[config.mk]
export PLATFORM = sky130hd
export DESIGN_NAME = regfile_wb_queue
export DESIGN_NICKNAME = d
export VERILOG_FILES = /design/src/rtl/regfile_wb_queue.sv
export SDC_FILE = /design/constraint.sdc
export NUM_CORES = 1
export LEC_CHECK = 0
export BUFFER_PORTS_ARGS = -buffer_cell sky130_fd_sc_hd__buf_2
export CAP_MARGIN = 20
export CORE_ASPECT_RATIO = 1.2
export CORE_MARGIN = 4
export CORE_UTILIZATION = 49
export DETAILED_ROUTE_END_ITERATION = 10
export PLACE_DENSITY_LB_ADDON = 0.05
export REMOVE_ABC_BUFFERS = 1
export SYNTH_ARGS = -nofsm -noshare
export SYNTH_HDL_FRONTEND = slang
export SYNTH_SLANG_ARGS = --single-unit
[constraint.sdc]
create_clock -name clock -period 2.4 [get_ports clock]
set_input_delay 0.12 -clock clock [delete_from_list [all_inputs] [get_ports clock]]
set_output_delay 0.12 -clock clock [all_outputs]
set_load 0.03 [all_outputs]
[src/rtl/regfile_wb_queue.sv]
// Writeback queue owning the regfile write port: buffers results, drains one
// per cycle through a registered output stage, and offers newest-value bypass.
module regfile_wb_queue #(
  parameter int DEPTH = 4,
  parameter int AW    = $clog2(DEPTH)
) (
  input  logic          clock,
  input  logic          ctrl_reset_n,
  input  logic          in_valid,
  output logic          in_ready,
  input  logic [4:0]    in_reg,
  input  logic [31:0]   in_data,
  input  logic          wb_hold,
  output logic          ctrl_writeEnable,
  output logic [4:0]    ctrl_writeReg,
  output logic [31:0]   data_writeReg,
  input  logic [4:0]    lookup_regA,
  input  logic [4:0]    lookup_regB,
  output logic          byp_hitA,
  output logic          byp_hitB,
  output logic [31:0]   byp_dataA,
  output logic [31:0]   byp_dataB,
  output logic [AW:0]   occupancy
);

  logic [4:0]    regMem  [DEPTH];
  logic [31:0]   dataMem [DEPTH];
  logic [AW-1:0] head;
  logic [AW-1:0] tail;
  logic [AW:0]   count;
  logic          push;
  logic          store;
  logic          pop;
  logic [AW-1:0] idx;

  assign in_ready  = (count != (AW+1)'(DEPTH)) && ctrl_reset_n;
  assign push      = in_valid && in_ready;
  assign store     = push && (in_reg != 5'd0);
  assign pop       = (count != '0) && !wb_hold;
  assign occupancy = count;

  always_ff @(posedge clock or negedge ctrl_reset_n) begin
    if (!ctrl_reset_n) begin
      head             <= '0;
      tail             <= '0;
      count            <= '0;
      ctrl_writeEnable <= 1'b0;
      ctrl_writeReg    <= '0;
      data_writeReg    <= '0;
      for (int unsigned i = 0; i < DEPTH; i++) begin
        regMem[i]  <= '0;
        dataMem[i] <= '0;
      end
    end else begin
      if (pop) begin
        ctrl_writeEnable <= 1'b1;
        ctrl_writeReg    <= regMem[head];
        data_writeReg    <= dataMem[head];
        head             <= head + AW'(1);
      end else begin
        ctrl_writeEnable <= 1'b0;
      end
      if (store) begin
        regMem[tail]  <= in_reg;
        dataMem[tail] <= in_data;
        tail          <= tail + AW'(1);
      end
      if (store && !pop)
        count <= count + (AW+1)'(1);
      else if (!store && pop)
        count <= count - (AW+1)'(1);
    end
  end

  // Output stage is the lowest priority; FIFO entries are then scanned oldest
  // to newest so each later match overrides, leaving the newest value.
  always_comb begin
    idx       = '0;
    byp_hitA  = ctrl_writeEnable && (lookup_regA != 5'd0) && (ctrl_writeReg == lookup_regA);
    byp_hitB  = ctrl_writeEnable && (lookup_regB != 5'd0) && (ctrl_writeReg == lookup_regB);
    byp_dataA = byp_hitA ? data_writeReg : '0;
    byp_dataB = byp_hitB ? data_writeReg : '0;
    for (int unsigned i = 0; i < DEPTH; i++) begin
      idx = head + AW'(i);
      if ((AW+1)'(i) < count) begin
        if ((lookup_regA != 5'd0) && (regMem[idx] == lookup_regA)) begin
          byp_hitA  = 1'b1;
          byp_dataA = dataMem[idx];
        end
        if ((lookup_regB != 5'd0) && (regMem[idx] == lookup_regB)) begin
          byp_hitB  = 1'b1;
          byp_dataB = dataMem[idx];
        end
      end
    end
  end

endmodule
==> results.md, run 1 <==
* RSZ-0062 raised after global routing: true
* Via count of the routed design at 13600
* DRC viols at 0
* Final setup viols at 66
* Ys async rst share at 100%
* Most frequent cell after synthesis: mux2_2
* CTS root buffer: clkbuf_16
* Footprint of the multi-input gates at 9820 um^2
* Startpoint type of the worst setup path: register
* Initial antenna violation count at 0
* Full die area at 32300 um^2
* Crit. Startpoint: head[1]$_DFFE_PN0P_
* Post-DP HPWL at 31800 um
* Crit Path Class: register to output port
* Final setup margin at -1.18 ns
* Most used DFF post-synth: dfrtp_1
* Main combinational cell family by area after synthesis: multiplexers
* Fillers at around 2300
* Mux cell area share after synthesis at 27.7%
* Post-synth top area share at 33.5%
* Post-Synth XOR/XNOR Area at a little under 3%
* Die span in y at 196 um
* Routed Antenna Nets at 0
* Hold Path Origin: wb_hold
* Number of buffers created by CTS at 17
* CTS Buffer Depth at 2
* Post-Synthesis Cells at 1533
* Worst Setup End Kind: output port
* Final hold violation count at 0
* Post-synth top cells: 226 x mux2_2, 193 x dfrtp_1, 145 x nand2_1
* First-pass GRT wire length at 74600 um
* Compound-Gate Fraction of Synth Area at 15.5%
* Crit path DAT at 3.46 ns
* Period utilisation layout at 149%
* Worst min path class: input port to register
* Failing checks: negative setup slack
* DP Cell Count at 2145
* DIE WIDTH at 165 um
* Reg area at between 4000 and 5000 um^2
* FMAX at ~0.28 GHz
* Netlist cell types at 60
* Simple-gate area share of the yosys netlist at 14.8%
* GPL Wtd Cong at 0.952
* Final Net Count at 1935
* CTS sink count at 193
* Htree depth at 4
* EDFF count, synth at 0
* Dominant cells by area after synthesis: dfrtp_1 33%, mux2_2 18%, mux2i_1 8.4%
* Clk_skew at roughly 0.0091 ns
* Post-Layout Cell Count at 2273
* CTS tree: built
* Drt first pass iters at 5
* Core Region at 28900 um^2
* Final Max Slew Viols at 0
* Clock slew at reported path FFs at approximately 0.070 ns
* Yosys reg bits at 193
* Cell Rows at 68
* Mapped Area at 14400 um^2
* Post-route cell area at 19900 um^2
* Mean Syn Cell Area at 9.41 um^2
* N_diodes at 0
* Vias in the first global route at 13700
* Io pins at 159
* Fin util at 69.0%
* Synth area leader: dfrtp_1
* Pin count of the biggest net entering global routing at 149
* Static leakage at ~8.8 nW
* Final wirelength at 47700 um
* Worst Path Required at 2.28 ns
* PD cells at between 1500 and 2000 nW/um^2
* Register area share after synthesis at 33.5%
* I/O Buffers at 158
* Total grt overflow at 0
* Reg-to-Reg Start: head[1]$_DFFE_PN0P_
* Minimum clock period at 3.58 ns
* Status: finished, violations left
* Layout cell share with drive strength beyond 1 at 43.6%
* Synth warn at 0
* Synth-to-layout area growth at 38.3%
* Critical path peak fanout at 11
* GRT Util Overall at between 20 and 30%
* Fraction of the mapped netlist area in adder cells at 0.781%
* Peak VDD IR at 0.000950 V
* Worst Max-Slew Pin Slew at between 0.8 and 0.9 ns
* Post-DP Area at around 17000 um^2
* Clk_lat worst skew at approximately 0.43 ns
* Vias/cell at 5.96
* Max_slew headroom at 40.8%
* Max-cap violation count at 0
* Starting Density at about 50%
* DRT iter0 DRCs at 1070
* Avg WL per Cell at 21.0 um
* Design Power at 31.2 mW
layout by cell type (no fill, tap or decap), types with 8 or more instances in the layout:
| cell | Yosys | final |
|---|---|---|
| a2111oi_2 | 0 | 20 |
| buf_4 | 7 | 223 |
| mux2i_4 | 1 | 8 |
| nor3_1 | 106 | 80 |
| xor2_1 | 14 | 14 |
| inv_1 | 15 | 14 |
| a31oi_1 | 8 | 8 |
| nor2b_1 | 37 | 37 |
| nor3_2 | 3 | 20 |
| o21ai_0 | 37 | 37 |
| nor2_1 | 83 | 78 |
| and2_1 | 36 | 34 |
| nand2_1 | 145 | 141 |
| mux2_2 | 226 | 224 |
| o221ai_1 | 33 | 16 |
| xnor2_1 | 34 | 31 |
| o31ai_1 | 30 | 17 |
| a21o_1 | 30 | 30 |
| a21oi_1 | 100 | 98 |
| clkbuf_16 | 0 | 17 |
| nand3_1 | 11 | 10 |
| mux4_2 | 9 | 9 |
| dfrtp_1 | 193 | 191 |
| buf_6 | 8 | 56 |
| ha_1 | 9 | 9 |
| nor3_4 | 1 | 10 |
| a22o_1 | 32 | 32 |
| buf_12 | 0 | 37 |
| mux2i_1 | 121 | 109 |
| dlygate4sd3_1 | 0 | 38 |
| o221ai_2 | 0 | 16 |
| buf_2 | 33 | 91 |
| o31ai_2 | 0 | 13 |
worst paths after layout:
path                                                 to  slack [ns]  cells after the start
hold reg to reg                dataMem[117]$_DFFE_PN0P_        0.52                      1
setup / recovery                          byp_dataA[19]       -1.18                     11
hold / removal               ctrl_writeEnable$_DFF_PN0_        0.12                      3
min in group asynchronous  data_writeReg[9]$_DFFE_PN0P_        0.34                      3
max in group asynchronous           head[1]$_DFFE_PN0P_        0.86                      4
setup reg to reg           data_writeReg[0]$_DFFE_PN0P_        0.11                      8
cells by family (layout without fill, tap and decap cells):
group / after synthesis / count (layout)
flip-flops: 193 / 193
AND/OR/NAND/NOR: 450 / 450
adder cells (fa/ha/maj): 9 / 9
multiplexers: 358 / 358
AO/OA/AOI/OAI: 325 / 325
XOR/XNOR: 48 / 48
buffers and inverters: 150 / 505
final cells by class:
class	count	share of cell area [%]
Multi-Input combinational cell	1190	49.2
Sequential cell	193	24.2
Timing Repair Buffer	458	21.0
Tap cell	385	2.41
Clock buffer	21	2.26
Clock inverter	11	0.539
Inverter	15	0.295
routing by layer:
| metal | share of wire (%) | GRT usage (%) |
|---|---|---|
| met1 | 42 | 37.7 |
| met2 | 49 | 49.0 |
| met3 | 5.4 | 5.32 |
| met4 | 3.4 | 11.2 |
| met5 | 0 | 0 |
repair_timing:
action | in CTS | in global routing
cloned | 10 | 0
hold endpoints to repair | 163 | 0
buffers inserted | 41 | 7
setup endpoints to repair | 69 | 119
pin swaps | 44 | 15
hold buffers | 38 | 0
gates resized for setup | 286 | 34
where the power goes:
part	switching (mW)	internal [mW]
Combinational	11.9	10.2
Clock	1.33	1.47
Sequential	1.35	4.92
worst max-delay path, cell delays in order (launching register included):
cell     delay (ns)
dfrtp_4        0.50
buf_8          0.15
mux2_2         0.38
nor3_1         0.20
a31oi_1        0.06
mux4_2         0.52
or3_4          0.42
buf_12         0.18
buf_6          0.14
nor3_2         0.18
o31ai_1        0.10
buf_4          0.19
stage by stage:
step	TNS, ns	hold slack (ns)	setup slack, ns
after global routing	-79.99	0.108	-1.28
after global placement	-52.12	0.209	-0.936
final	-72.22	0.117	-1.18
after detailed placement	-52.91	0.209	-0.917
after floorplan	-754.76	-0.176	-7.05
after CTS	-70.88	0.101	-1.15
registers in the layout (all words and copies together) (netlist names):
| register | count |
|---|---|
| ctrl_writeEnable | 1 |
| ctrl_writeReg | 5 |
| tail | 2 |
| occupancy | 3 |
| dataMem | 128 |
| head | 2 |
| data_writeReg | 32 |
| regMem | 20 |
Power figures use the tool's default switching activity.
==> run 2, diff against run 1 <==
--- a/config.mk
+++ b/config.mk
@@ -7,7 +7,6 @@
 export LEC_CHECK = 0
 export BUFFER_PORTS_ARGS = -buffer_cell sky130_fd_sc_hd__buf_2
 export CAP_MARGIN = 20
-export CORE_ASPECT_RATIO = 1.2
 export CORE_MARGIN = 4
 export CORE_UTILIZATION = 49
 export DETAILED_ROUTE_END_ITERATION = 10
==> run 2 against run 1 <==
  * Global-route usage is 1.7 points lower
  * Register-to-register slack worse by 0.03 ns
  * Via count is 1.6% higher
  * Worst hold slack worse by 0.066 ns
  * Clock-buffer cell count is 4 lower
  * Fmax is 1.7% lower
  * The run still ends with negative setup slack left
  * Sequential power is 1% higher
  * Largest cell class unchanged
  * Clock power is 8.9% higher
  * First-iteration DRC count is 20% lower
==> results.md, run 2 (synthesized netlist as in run 1, its figures left out) <==
* M1 WL at 21100 um
* Max-cap violation count at 0
* Static leakage at 8.87 nW
* Footprint of the multi-input gates at 9980 um^2
* Cell internal pwr at 16.9 mW
* Cell Rows at 62
* Worst Setup End Kind: output port
* Commonest non-fill, non-tap cell in the layout: mux2_2
* GPL Wtd Cong at 0.912
* Status: finished, violations left
* Initial antenna violation count at 1
* Met2 WL at approximately 24000 um
* Final setup viols at 66
* Final setup margin at -1.24 ns
* Combinational cell fraction of total power at 70.6%
* Reg-to-Reg Start: head[1]$_DFFE_PN0P_
* Top Registers: dataMem x128, data_writeReg x32, regMem x20
* Biggest register: dataMem
* Worst Path Required at 2.28 ns
* Crit Path Class: register to output port
* CTS sink count at between 150 and 200
* Critical path peak fanout at 7
* Fillers at 2229
* Htree depth at 4
* CTS Buffer Depth at 2
* Sequential Power Share at around a fifth
* Full die area at 32200 um^2
* DRC viols at 0
* Total grt overflow at 0
* Met3 WL at roughly 3000 um
* DIE WIDTH at 180 um
* FMAX at 0.274 GHz
* I/O Buffers at 158
* Reg area at a little under 5000 um^2
* Final wirelength at 49500 um
* Via count of the routed design at roughly 14000
* Uppermost layer routed: met4
* Crit path DAT at 3.52 ns
* First-pass GRT wire length at 72500 um
* Io pins at 159
* Final hold violation count at 0
* Clk_lat worst skew at 0.45 ns
* Slowest CP cell: dfrtp_4
* Drt first pass iters at 5
* Avg WL per Cell at 21.9 um
* Starting Density at 50.0%
* Pin count of the biggest net entering global routing at 142
* Post-DP HPWL at 30600 um
* Number of buffers created by CTS at 17
* Peak VDD IR at between 0.0008 and 0.0009 V
* Period utilisation layout at 152%
* Crit. Startpoint: head[1]$_DFFE_PN0P_
* Clock slew at reported path FFs at approximately 0.08 ns
* Die span in y at 180 um
* Routed Antenna Nets at 0
* Worst Max-Slew Pin Slew at 0.875 ns
* Synth-to-layout area growth at 39.7%
* CTS tree: built
* Worst min path class: input port to async pin
* RSZ-0062 raised after global routing: true
* Switching share of power at 47.0%
* Minimum clock period at 3.64 ns
* Max_slew headroom at 41.6%
* Core Region at 28900 um^2
* Startpoint type of the worst setup path: register
* Final Max Slew Viols at 0
* Failing checks: negative setup slack
* DRT iter0 DRCs at 860
* Switching pwr at approximately 15 mW
* Vias in the first global route at 13300
* Layout cell share with drive strength beyond 1 at 43.9%
* CP max stage delay at roughly 0.5 ns
* Clk_skew at between 0.01 and 0.015 ns
* Final Net Count at 1926
* PD cells at 1580 nW/um^2
* Vias/cell at 6.08
* GRT Util Overall at 27.6%
* Pre-CTS setup slack at -1.04 ns
* Most frequent cells in the layout: 221 x mux2_2, 220 x buf_4, 191 x dfrtp_1
* Design Power at 31.9 mW
* Clk pwr share at 9.6%
* CP cell instances: buf_12 -> buf_6 -> mux2i_4 -> nor2_1 -> mux4_2 -> a211oi_2 -> buf_4 -> buf_6 -> or3_4 -> buf_12 -> nor3_1 -> o31ai_1 -> buf_2
* CTS root buffer: clkbuf_16
* Max reg flops at 128
run 2: stage by stage:
step / utilization (%) / TNS [ns] / area, um^2 / hold slack, ns / instances
after detailed placement: 59.4 / -51.74 / 17100 / -0.0606 / 2141
after CTS: 64.5 / -72.13 / 18600 / 0.0384 / 2216
after global routing: 69.8 / -85.10 / 20100 / 0.0478 / 2264
after floorplan: - / -754.76 / 13800 / -0.176 / 1398
after global placement: 59.4 / -48.94 / 17100 / -0.0596 / 2141
final: 69.8 / -75.27 / 20100 / 0.0513 / 2264
run 2: worst paths after layout:
kind	cells past startpoint	to	slack [ns]
worst max-delay path	13	byp_dataA[5]	-1.24
worst min-delay path	2	dataMem[42]$_DFFE_PN0P_	0.05
worst max register to register	9	data_writeReg[31]$_DFFE_PN0P_	0.08
worst min register to register	1	dataMem[32]$_DFFE_PN0P_	0.53
max in group asynchronous	4	data_writeReg[9]$_DFFE_PN0P_	0.86
min in group clock	6	tail[0]$_DFFE_PN0P_	0.39
run 2: timing repair:
action                                 4_1_cts  5_1_grt
endpoints found under the hold margin      291        0
hold buffers                                39        0
setup buffers                                3       37
setup endpoints to repair                  115      212
pin swaps                                    1       37
gates resized for setup                    128      187
cloned                                       1       10
run 2: power groups by stage:
stage          Combinational (mW)  Clock, mW  Sequential [mW]
2_1_floorplan                10.3          0             7.12
3_3_place_gp                 18.7          0             6.28
3_5_place_dp                 18.9          0             6.37
4_1_cts                      20.0       3.11             6.31
5_1_grt                      24.0       3.26             6.56
6_report                     22.5       3.05             6.33
run 2: layout make-up:
type,count,area share (%)
multi-input combinational,1190,49.5
tap,384,2.39
inverter,15,0.292
sequential,193,24.0
clock buffer,17,2.11
clock inverter,15,0.963
timing repair buffer,449,20.7
antenna,1,0.0124
run 2: per-layer routing:
metal  vias up  global-route usage, %
li1       6319                      -
met1      6767                   36.8
met2       563                   45.9
met3       125                   4.73
met4         0                   9.05
met5         -                      0
run 2: critical path, delay by kind of cell, from the launching register on:
family	cells	cell delay [ns]
buffers and inverters	6	0.99
muxes	2	0.66
AOI/OAI and AO/OA	2	0.55
DFF	1	0.51
and+or+nand+nor	3	0.35
